### config.mk
export PLATFORM = sky130hd
export DESIGN_NAME = instr_fetch_unit
export DESIGN_NICKNAME = d
export VERILOG_FILES = /design/src/rtl/cpu_pkg.sv /design/src/rtl/fetch_pc.sv /design/src/rtl/instr_fetch_unit.sv
export SDC_FILE = /design/constraint.sdc
export NUM_CORES = 1
export LEC_CHECK = 0
export CORE_MARGIN = 2
export CORE_UTILIZATION = 41
export DETAILED_ROUTE_END_ITERATION = 16
export GPL_TIMING_DRIVEN = 0
export PLACE_DENSITY = 0.85
export SLEW_MARGIN = 20
export SYNTH_ARGS = -nofsm -noshare
export SYNTH_HDL_FRONTEND = slang
export SYNTH_SLANG_ARGS = --single-unit
### constraint.sdc
create_clock -name clk -period 4.1 [get_ports clk]
set_input_delay 0.82 -clock clk [delete_from_list [all_inputs] [get_ports clk]]
set_output_delay 0.82 -clock clk [all_outputs]
set_load 0.005 [all_outputs]
### src/rtl/cpu_pkg.sv
// Shared CPU definitions: opcode values, instruction field layout, PC width
// and the fetch-unit state encoding.
package cpu_pkg;

    localparam int WORD_W = 16;
    localparam int PC_W   = 8;
    localparam int OPC_HI = 15;
    localparam int OPC_LO = 12;

    localparam logic [3:0] OP_LOAD   = 4'b0000;
    localparam logic [3:0] OP_MOVE   = 4'b0001;
    localparam logic [3:0] OP_ADD    = 4'b0010;
    localparam logic [3:0] OP_LDPC   = 4'b0101;
    localparam logic [3:0] OP_BRANCH = 4'b0110;
    localparam logic [3:0] OP_HALT   = 4'b1111;

    typedef enum logic [2:0] {
        ST_IDLE    = 3'd0,
        ST_FETCH   = 3'd1,
        ST_CAPTURE = 3'd2,
        ST_ISSUE   = 3'd3,
        ST_EXEC    = 3'd4,
        ST_HALT    = 3'd5
    } fetch_state_t;

    function automatic logic is_halt_op(input logic [3:0] opcode);
        return (opcode == OP_HALT);
    endfunction

endpackage

### src/rtl/fetch_pc.sv
// Program counter: branch load has priority over increment; the increment
// wraps naturally modulo 2**PC_W.
module fetch_pc
    import cpu_pkg::*;
(
    input  logic            clk,
    input  logic            rst,
    input  logic            inc,
    input  logic            load,
    input  logic [PC_W-1:0] load_val,
    output logic [PC_W-1:0] pc
);

    logic [PC_W-1:0] pc_r;

    // PC register update
    always_ff @(posedge clk or posedge rst) begin
        if (rst) begin
            pc_r <= {PC_W{1'b0}};
        end else if (load) begin
            pc_r <= load_val;
        end else if (inc) begin
            pc_r <= pc_r + {{(PC_W-1){1'b0}}, 1'b1};
        end else begin
            pc_r <= pc_r;
        end
    end

    assign pc = pc_r;

endmodule

### src/rtl/instr_fetch_unit.sv
// Instruction fetch sequencer: fetches from instruction memory, hands each
// instruction to the control unit and waits for it to complete.
module instr_fetch_unit
    import cpu_pkg::*;
(
    input  logic              clk,
    input  logic              rst,
    input  logic              run,
    output logic [PC_W-1:0]   imem_addr,
    input  logic [WORD_W-1:0] imem_data,
    output logic [WORD_W-1:0] instr,
    output logic              new_instr,
    input  logic              cu_done,
    input  logic              pc_load,
    input  logic [WORD_W-1:0] pc_in,
    output logic [WORD_W-1:0] pc_out,
    output logic              halted
);

    fetch_state_t      state_r;
    logic [WORD_W-1:0] instr_r;
    logic              new_instr_r;
    logic              halted_r;
    logic [PC_W-1:0]   pc_s;
    logic              pc_inc_s;
    logic              pc_load_s;
    logic              unused_pc_hi_s;

    // Upper bus bits carry no address information
    assign unused_pc_hi_s = ^pc_in[WORD_W-1:PC_W];

    // PC control: advance after capture, accept branches only while executing
    always_comb begin
        pc_inc_s  = 1'b0;
        pc_load_s = 1'b0;
        if (state_r == ST_CAPTURE) begin
            pc_inc_s = 1'b1;
        end else begin
            pc_inc_s = 1'b0;
        end
        if ((state_r == ST_EXEC) && pc_load) begin
            pc_load_s = 1'b1;
        end else begin
            pc_load_s = 1'b0;
        end
    end

    fetch_pc u_fetch_pc (
        .clk      (clk),
        .rst      (rst),
        .inc      (pc_inc_s),
        .load     (pc_load_s),
        .load_val (pc_in[PC_W-1:0]),
        .pc       (pc_s)
    );

    // Fetch sequencer with registered instruction, issue pulse and halt flag
    always_ff @(posedge clk or posedge rst) begin
        if (rst) begin
            state_r     <= ST_IDLE;
            instr_r     <= {WORD_W{1'b0}};
            new_instr_r <= 1'b0;
            halted_r    <= 1'b0;
        end else begin
            new_instr_r <= 1'b0;
            case (state_r)
                ST_IDLE: begin
                    if (run) begin
                        state_r <= ST_FETCH;
                    end else begin
                        state_r <= ST_IDLE;
                    end
                end
                ST_FETCH: begin
                    state_r <= ST_CAPTURE;
                end
                ST_CAPTURE: begin
                    instr_r <= imem_data;
                    if (is_halt_op(imem_data[OPC_HI:OPC_LO])) begin
                        state_r  <= ST_HALT;
                        halted_r <= 1'b1;
                    end else begin
                        state_r     <= ST_ISSUE;
                        new_instr_r <= 1'b1;
                    end
                end
                ST_ISSUE: begin
                    state_r <= ST_EXEC;
                end
                ST_EXEC: begin
                    if (cu_done && run) begin
                        state_r <= ST_FETCH;
                    end else if (cu_done) begin
                        state_r <= ST_IDLE;
                    end else begin
                        state_r <= ST_EXEC;
                    end
                end
                ST_HALT: begin
                    state_r  <= ST_HALT;
                    halted_r <= 1'b1;
                end
                default: begin
                    state_r  <= ST_IDLE;
                    halted_r <= 1'b0;
                end
            endcase
        end
    end

    assign imem_addr = pc_s;
    assign pc_out    = {{(WORD_W-PC_W){1'b0}}, pc_s};
    assign instr     = instr_r;
    assign new_instr = new_instr_r;
    assign halted    = halted_r;

endmodule

Word-level counts from Yosys, hierarchy flattened. Index checks and enable logic that the tools add are counted.

Add/subtract/negate cells: 1. $mul: 0. Div/mod/pow operators: 0. Magnitude comparators: 0. Equality and inequality tests: 7. Shifts and indexed selects: 0. Mux-type cells: 13. Bitwise gates (word level): 1. Reductions and logical operators: 6.

Operators with widths (number): case mux 3 bit (6 select lines) (1); 2-to-1 mux 8 bit (2); 2-to-1 mux 3 bit (3); adder 8 x 1 -> 8 bit (second input constant) (1); == test 3 x 2 -> 1 bit (second input constant) (2); == test 3 bit (second input constant) (2); 2-to-1 mux 1 bit (6); == test 4 bit (second input constant) (1); OR reduction 4 bit (1); == test 3 x 1 -> 1 bit (second input constant) (1); zero test 3 bit (1); case mux 1 bit (3 select lines) (1); logical AND 1 bit (2); != test 2 x 1 -> 1 bit (second input constant) (1); AND reduction 2 bit (1); nonzero test 2 bit (1); NOT 1 bit (1).

Flip-flop bits (word level): 29. Latch bits: 0. Bits in writable memories: 0. ROM bits: 0. Memories: 0.

Logic depth before layout (Yosys ltp). Gate-level depths: netlist of the first run.

Word-level depth: 4. Depth in mapped cells: 6.

By module. Synthesis of the first run repeated with hierarchy kept, for this count alone.

Cell total of the unflattened synthesis: 125. Area, all modules: 1463.9 sq um.

By module, submodules not included: instr_fetch_unit (instances 1, cells each 75, area an instance 1018.5 sq um, sequential area each 525.5 sq um); fetch_pc (instances 1, cells each 50, area an instance 445.4 sq um, sequential area each 200.2 sq um).

Least setup slack after synthesis of the first run. No wires, ideal clock.

Kind: register to register. Start point: reg state_r[0]. End point: reg u_fetch_pc.pc_r[5] (netlist: u_fetch_pc.pc[5]). Setup time: 0.128 ns. Arrival: 1.388 ns. Data required time: 3.972 ns. Path slack: 2.584 ns. Cell stages (with the launch flop): 7. Cell sequence: dfrtp_1 > buf_6 > or3b_1 > buf_6 > nor3_4 > xnor2_1 > a21oi_1.

Word-level cells in the longest chain between the ends: 4. Elaborated cells on any way between the ends: 7. Those cells by class: 2 x eq/ne; 3 x mux; 2 x reduce/logical.

RTL lines: start: declaration (RTL line instr_fetch_unit.sv:20) `fetch_state_t state_r;`; start signal: assignment (RTL line instr_fetch_unit.sv:60) `state_r <= ST_IDLE;`; start signal: assignment (RTL line instr_fetch_unit.sv:69) `state_r <= ST_FETCH;`; start signal: assignment (RTL line instr_fetch_unit.sv:71) `state_r <= ST_IDLE;`; == test 3 bit (RTL line instr_fetch_unit.sv:41) `if ((state_r == ST_EXEC) && pc_load) begin`; logical AND 1 bit (RTL line instr_fetch_unit.sv:41); 2-to-1 mux 1 bit (RTL line instr_fetch_unit.sv:41); 2-to-1 mux 8 bit or nonzero test 2 bit (tied branches); end signal: assignment (RTL line fetch_pc.sv:19) `pc_r <= {PC_W{1'b0}};`; end signal: assignment (RTL line fetch_pc.sv:21) `pc_r <= load_val;`; end signal: assignment (RTL line fetch_pc.sv:23) `pc_r <= pc_r + {{(PC_W-1){1'b0}}, 1'b1};`; end: declaration (RTL line fetch_pc.sv:14) `logic [PC_W-1:0] pc_r;`.

Parallel ways exist; a longest one is shown, timed or not. A chain may end at the register's enable or synchronous reset.

Worst setup path after layout of the first run.
Start point: reg u_fetch_pc.pc_r[3] (netlist: u_fetch_pc.pc[3]). End point: out pc_out[3].

RTL lines: end: declaration (RTL line instr_fetch_unit.sv:16) `output logic [WORD_W-1:0] pc_out,`.

No word-level cell between the ends.

==> out/qor.csv, run 1 <==
metric,value,unit
asr flop ratio synth,100.0,%
Fill cells,281,
row count,21,
GP Congestion,0.8142,
Area Overhead vs Synth,53.39,%
die span in y,62.91,um
Root Buffer Master,clkbuf_4,
Clk pwr share,11.4,%
Synth cell types,33,
top post-synthesis cells by area,"dfrtp_1 (51%), nand2_1 (15%), buf_4 (8.4%)",
Flop pwr share,36.4,%
HP Class,reg2reg,
register area share after synthesis,51.01,%
CTS Sinks,29,
# hold bufs at CTS,0,
Synth Register Bits,29,
max_cap viols,0,
Vias/cell,4.507,
DPL Wire Length,2.445,mm
fin nets,272,
CP max stage cell,dfrtp_1,
Iter 0 DRT Violations,79,
largest net degree at the start of global routing,30,
WS Path Type,reg2out,
setup_tns,0,ns
Synth Flop Type,dfrtp_1,
die area,0.003957,sq mm
crit path max fanout,8,
Worst EP required,3.28,ns
Placed Instances,273,
"Period Utilization, post-route",55.35,%
endpoints failing setup,0,
share of the synthesized area in the top cell type,51.01,%
CTS buffer count,5,
clk_skew,0.005643,ns
port bufs,62,
Max VDD drop,0.3655,mV
GRT Overall Usage,18.57,%
top cell type by total area after synthesis,dfrtp_1,
"Design Area, Final",0.002182,sq mm
status,finished clean,
power per cell area,695.5,mW/mm^2
CP peak stage delay,0.49,ns
first-pass GRT wire length,5.733,mm
RSZ-0062 raised after global routing,no,
CTS tree,built,
crit-path cells,"buf_4, clkdlybuf4s50_1",
"Cell Area, Placed",0.002127,sq mm
Mapped Avg Cell Area,9.004,sq um
vias in the first global route,1322,
DRC violations left,0,
Logic pwr share,52.2,%
area of the core,0.003337,sq mm
Sw Share,34.01,%
Initial Util,42.63,%
Cell Int Power,1.002,mW
cell count after synthesis,158,
Final Max Tran Viols,0,
initial antenna violation count,0,
Pleak,1.028,nW
Post-CTS Setup Inserts,0,
via count,1262,
yosys warns,0,
iteration count of the initial detailed-routing pass,4,
Non-Filler Instances,280,
Post-CTS Resized,0,
CP endpoint kind,primary output,
post-DR wirelength/cell,11.54,um
IO Count,79,
Die Wd,62.91,um
final antenna-violating net count,0,
Net Switching,0.5161,mW
Post-synth EDFFs,0,
Syn Std Cell Area,0.001423,sq mm
"Hold Vio Cnt, Final",0,
CP Launch Type,flop,
critical path data arrival time,1.45,ns
antenna diode count,0,
relative slew slack,60.14,%
layout cells sized above 1,11.97,%
H-tree depth,2,
"Clk Latency, worst-skew pair",0.33,ns
Fmax,440.7,MHz
grt total ovfl,0,
"Reg clk slew, reported paths",0.09,ns
Max clock buf depth,2,
Worst Max-Slew Pin Slew,0.5971,ns
WL final,3.230,mm
Final Critical Period,2.269,ns
[final timing paths]
kind,from,endpoint,slack (ns),cells after the start
setup / recovery,u_fetch_pc.pc[3],pc_out[3],1.83,2
min in group asynchronous,rst,instr[3],0.88,2
setup reg to reg,state_r[0],u_fetch_pc.pc[7],2.49,5
hold reg to reg,instr[7],instr[7],0.48,2
hold / removal,instr[7],instr[7],0.48,2
max in group asynchronous,rst,instr[15],2.82,2
[flip-flops by register name, indices dropped and copies added (netlist names)]
name and flops:
halted 1, instr 16, new_instr 1, state_r 3, u_fetch_pc.pc 8
[synthesized netlist by cell type (2+ instances only)]
master    instances
a21oi_1           2
buf_4            16
buf_6             2
clkbuf_1          3
dfrtp_1          29
inv_1             4
nand2_1          57
nand4_1           3
nor2_1            8
nor3_1            2
o21ai_0           6
o22ai_1           2
xnor2_1           3
xor2_1            2
[cells by family after synthesis]
logic type                 count (synthesis)  share of synthesized area, %
AOI/OAI and AO/OA                         14                         6.069
muxes                                      1                        0.7036
buffers and inverters                     26                         12.22
adders and majority gates                  1                        0.8794
other                                      1                        0.2636
and+or+nand+nor                           81                         25.77
DFF                                       29                         51.01
xor gates and xnor gates                   5                         3.079
[final cells by class]
cell class | count | area [sq um] | area share, %
Buffer | 22 | 158.9 | 7.282
Clock buffer | 7 | 55.05 | 2.523
Inverter | 4 | 15.01 | 0.6881
Multi-Input combinational cell | 110 | 549.3 | 25.17
Sequential cell | 29 | 725.7 | 33.26
Tap cell | 46 | 57.56 | 2.638
Timing Repair Buffer | 62 | 620.6 | 28.44
[stage by stage]
stage	hold slack, ns	util [%]	total power [mW]	setup slack, ns
after floorplan	0.4676	-	0.9188	2.584
after global placement	0.4574	63.74	1.329	1.918
after detailed placement	0.4622	63.74	1.359	2.006
after CTS	0.4820	65.39	1.533	1.840
after global routing	0.5065	65.39	1.657	1.769
final	0.4762	65.39	1.518	1.831
[placed cells by master, fill, tap and decap left out, types with 2 or more instances in the layout]
master	synthesis	final
xnor2_1	3	3
o22ai_1	2	2
nor3_1	2	2
o21ai_0	6	6
clkbuf_1	3	4
clkdlybuf4s50_1	0	62
nor2_1	8	8
nand2_1	57	57
clkbuf_4	0	5
conb_1	1	8
a21oi_1	2	2
dfrtp_1	29	29
buf_6	2	2
inv_1	4	3
nand4_1	3	3
buf_4	16	16
xor2_1	2	2
[worst max-delay path, delay by kind of cell, from the launching register on]
family                 cells  cell delay, ns
DFF                        1            0.49
buffers and inverters      2            0.63
[routing by layer]
| layer | routed length (um) | global-route usage (%) | vias to the layer above |
|---|---|---|---|
| met5 | 0 | 0 | - |
| met4 | 42 | 6.667 | 0 |
| met3 | 249 | 7.748 | 7 |
| met2 | 1605 | 30.85 | 49 |
| met1 | 1333 | 21.35 | 568 |
| li1 | - | - | 638 |
[power by group through the flow]
stage | clock network [mW] | registers, mW | logic (mW)
CTS | 0.177 | 0.551 | 0.805
floorplan | 0 | 0.548 | 0.371
global placement | 0 | 0.548 | 0.781
detailed placement | 0 | 0.556 | 0.803
finish | 0.173 | 0.552 | 0.792
global route | 0.192 | 0.576 | 0.890
Note: power is estimated with default switching activity, not from simulation.
==> inputs of run 2 (changes only) <==
--- a/config.mk
+++ b/config.mk
@@ -6,10 +6,10 @@
 export NUM_CORES = 1
 export LEC_CHECK = 0
 export CORE_MARGIN = 2
-export CORE_UTILIZATION = 41
+export CORE_UTILIZATION = 38
 export DETAILED_ROUTE_END_ITERATION = 16
 export GPL_TIMING_DRIVEN = 0
-export PLACE_DENSITY = 0.85
+export PLACE_DENSITY = 0.79
 export SLEW_MARGIN = 20
 export SYNTH_ARGS = -nofsm -noshare
 export SYNTH_HDL_FRONTEND = slang
==> constraint.sdc (replaced) <==
create_clock -name clk -period 2.1 [get_ports clk]
set_input_delay 0.42 -clock clk [delete_from_list [all_inputs] [get_ports clk]]
set_output_delay 0.42 -clock clk [all_outputs]
set_load 0.005 [all_outputs]
==> run 2 against run 1 <==
Clock skew fell by 0.0029 ns. Critical endpoint unchanged. Sequential share of layout area fell by 0.51 points. Global-route usage down 2.7 points. Register-to-register slack got worse by 2.0 ns. Critical path depth stayed put. Worst setup slack worse by 1.5 ns. Sequential cell count unchanged. Worst hold slack got worse by 0.0042 ns. First-iteration DRC count down 16%. Sequential power grew 94%. Critical path type unchanged.
==> out/qor.csv, run 2 (synthesis gave the netlist of run 1 again) <==
metric,value,unit
status,finished clean,
via count,1284,
Fmax,558.9,MHz
"Clk Latency, worst-skew pair",0.28,ns
GP Congestion,0.7814,
WS Path Type,reg2out,
most frequent cells in the layout,"clkdlybuf4s50_1 (62), nand2_1 (57), dfrtp_1 (29)",
Max VDD drop,0.6905,mV
Post-CTS Setup Inserts,0,
layout cells sized above 1,12.77,%
Vias/cell,4.537,
critical path data arrival time,1.37,ns
CTS Sinks,29,
final setup margin,0.3109,ns
"Reg clk slew, reported paths",0.06,ns
grt total ovfl,0,
CTS tree,built,
Pleak,1.040,nW
"Cell Area, Placed",0.002130,sq mm
CP endpoint kind,primary output,
"Design Area, Final",0.002216,sq mm
H-tree depth,2,
"commonest non-fill, non-tap cell in the layout",clkdlybuf4s50_1,
clk_skew,0.002786,ns
pre-CTS setup slack,0.4287,ns
port bufs,62,
first-pass GRT wire length,5.050,mm
Post-CTS Resized,0,
vias in the first global route,1139,
Area Overhead vs Synth,55.76,%
largest net degree at the start of global routing,30,
Initial Util,39.15,%
Iter 0 DRT Violations,66,
initial antenna violation count,0,
hold_sp,instr[9],
WL final,3.103,mm
crit path max fanout,8,
CP startpoint,u_fetch_pc.pc[3],
Non-Filler Instances,283,
FF-to-FF setup slack,0.47,ns
row count,22,
fin util,60.98,%
GRT Overall Usage,15.82,%
max FFs per register,16,
# hold bufs at CTS,0,
Critical R2R Launch,state_r[0],
Final Critical Period,1.789,ns
IO Count,79,
die area,0.004249,sq mm
Worst Max-Slew Pin Slew,0.5840,ns
power per cell area,1378,mW/mm^2
DRC violations left,0,
fin nets,272,
antenna diode count,0,
final antenna-violating net count,0,
HP Class,reg2reg,
hold_ws,0.4720,ns
Max clock buf depth,2,
DPL Wire Length,2.273,mm
relative slew slack,61.01,%
die span in y,65.19,um
Die Wd,65.19,um
post-DR wirelength/cell,10.96,um
iteration count of the initial detailed-routing pass,5,
"Period Utilization, post-route",85.20,%
setup_tns,0,ns
endpoints failing setup,0,
CP Launch Type,flop,
CTS buffer count,5,
Final Max Tran Viols,0,
area of the core,0.003633,sq mm
total power,3.054,mW
"Hold Vio Cnt, Final",0,
RSZ-0062 raised after global routing,no,
Placed Instances,275,
Worst EP required,1.68,ns
Root Buffer Master,clkbuf_8,
max_cap viols,0,
run 2: changes by cell type in the layout (fill, tap and decap cells not counted):
cell | before | now
clkbuf_1 | 4 | 3
clkinvlp_4 | 0 | 1
clkbuf_4 | 5 | 0
clkinv_2 | 0 | 2
clkbuf_8 | 1 | 5
run 2: final timing paths:
check	depth (start not counted)	endpoint
max	2	pc_out[3]
min	2	instr[9]
max reg2reg	6	instr[3]
min reg2reg	2	instr[9]
max in group asynchronous	2	instr[13]
min in group asynchronous	2	instr[0]
run 2: metal layers:
layer	up-vias	track usage [%]	wire length (um)
met5	-	0	0
met4	0	4.688	34
met3	4	7.192	223
met2	43	26.02	1440
met1	597	18.54	1405
li1	640	-	-
run 2: where the power goes:
| part | total (mW) | internal [mW] | switching (mW) |
|---|---|---|---|
| logic | 1.54 | 0.962 | 0.579 |
| registers | 1.07 | 0.837 | 0.237 |
| clock network | 0.440 | 0.228 | 0.212 |
run 2: layout make-up:
cell class	instances	area, sq um
Tap cell	48	60.06
Clock buffer	5	68.82
Sequential cell	29	725.7
Multi-Input combinational cell	110	549.3
Buffer	22	158.9
Fill cell	330	1418
Clock inverter	3	17.52
Inverter	4	15.01
Timing Repair Buffer	62	620.6
run 2: worst max-delay path: stages, from the launching register on:
cell	delay, ns
dfrtp_1	0.46
buf_4	0.15
clkdlybuf4s50_1	0.48
==> inputs of run 3 (changes only) <==
--- a/config.mk
+++ b/config.mk
@@ -6,10 +6,10 @@
 export NUM_CORES = 1
 export LEC_CHECK = 0
 export CORE_MARGIN = 2
-export CORE_UTILIZATION = 38
+export CORE_UTILIZATION = 41
 export DETAILED_ROUTE_END_ITERATION = 16
 export GPL_TIMING_DRIVEN = 0
-export PLACE_DENSITY = 0.79
+export PLACE_DENSITY = 0.85
 export SLEW_MARGIN = 20
 export SYNTH_ARGS = -nofsm -noshare
 export SYNTH_HDL_FRONTEND = slang
==> constraint.sdc (replaced) <==
create_clock -name clk -period 2.15 [get_ports clk]
set_input_delay 0.43 -clock clk [delete_from_list [all_inputs] [get_ports clk]]
set_output_delay 0.43 -clock clk [all_outputs]
set_load 0.005 [all_outputs]
==> results of run 3 <==
Same layout as run 1 (identical final DEF). Status: finished clean.
Among the figures that moved: setup slack after placement 2.006 ns -> 0.4460 ns; setup slack after layout 1.831 ns -> 0.2706 ns; register-to-register setup slack 2.49 ns -> 0.54 ns; total power 1.518 mW -> 2.894 mW; worst IR drop on VDD 0.3655 mV -> 0.6970 mV
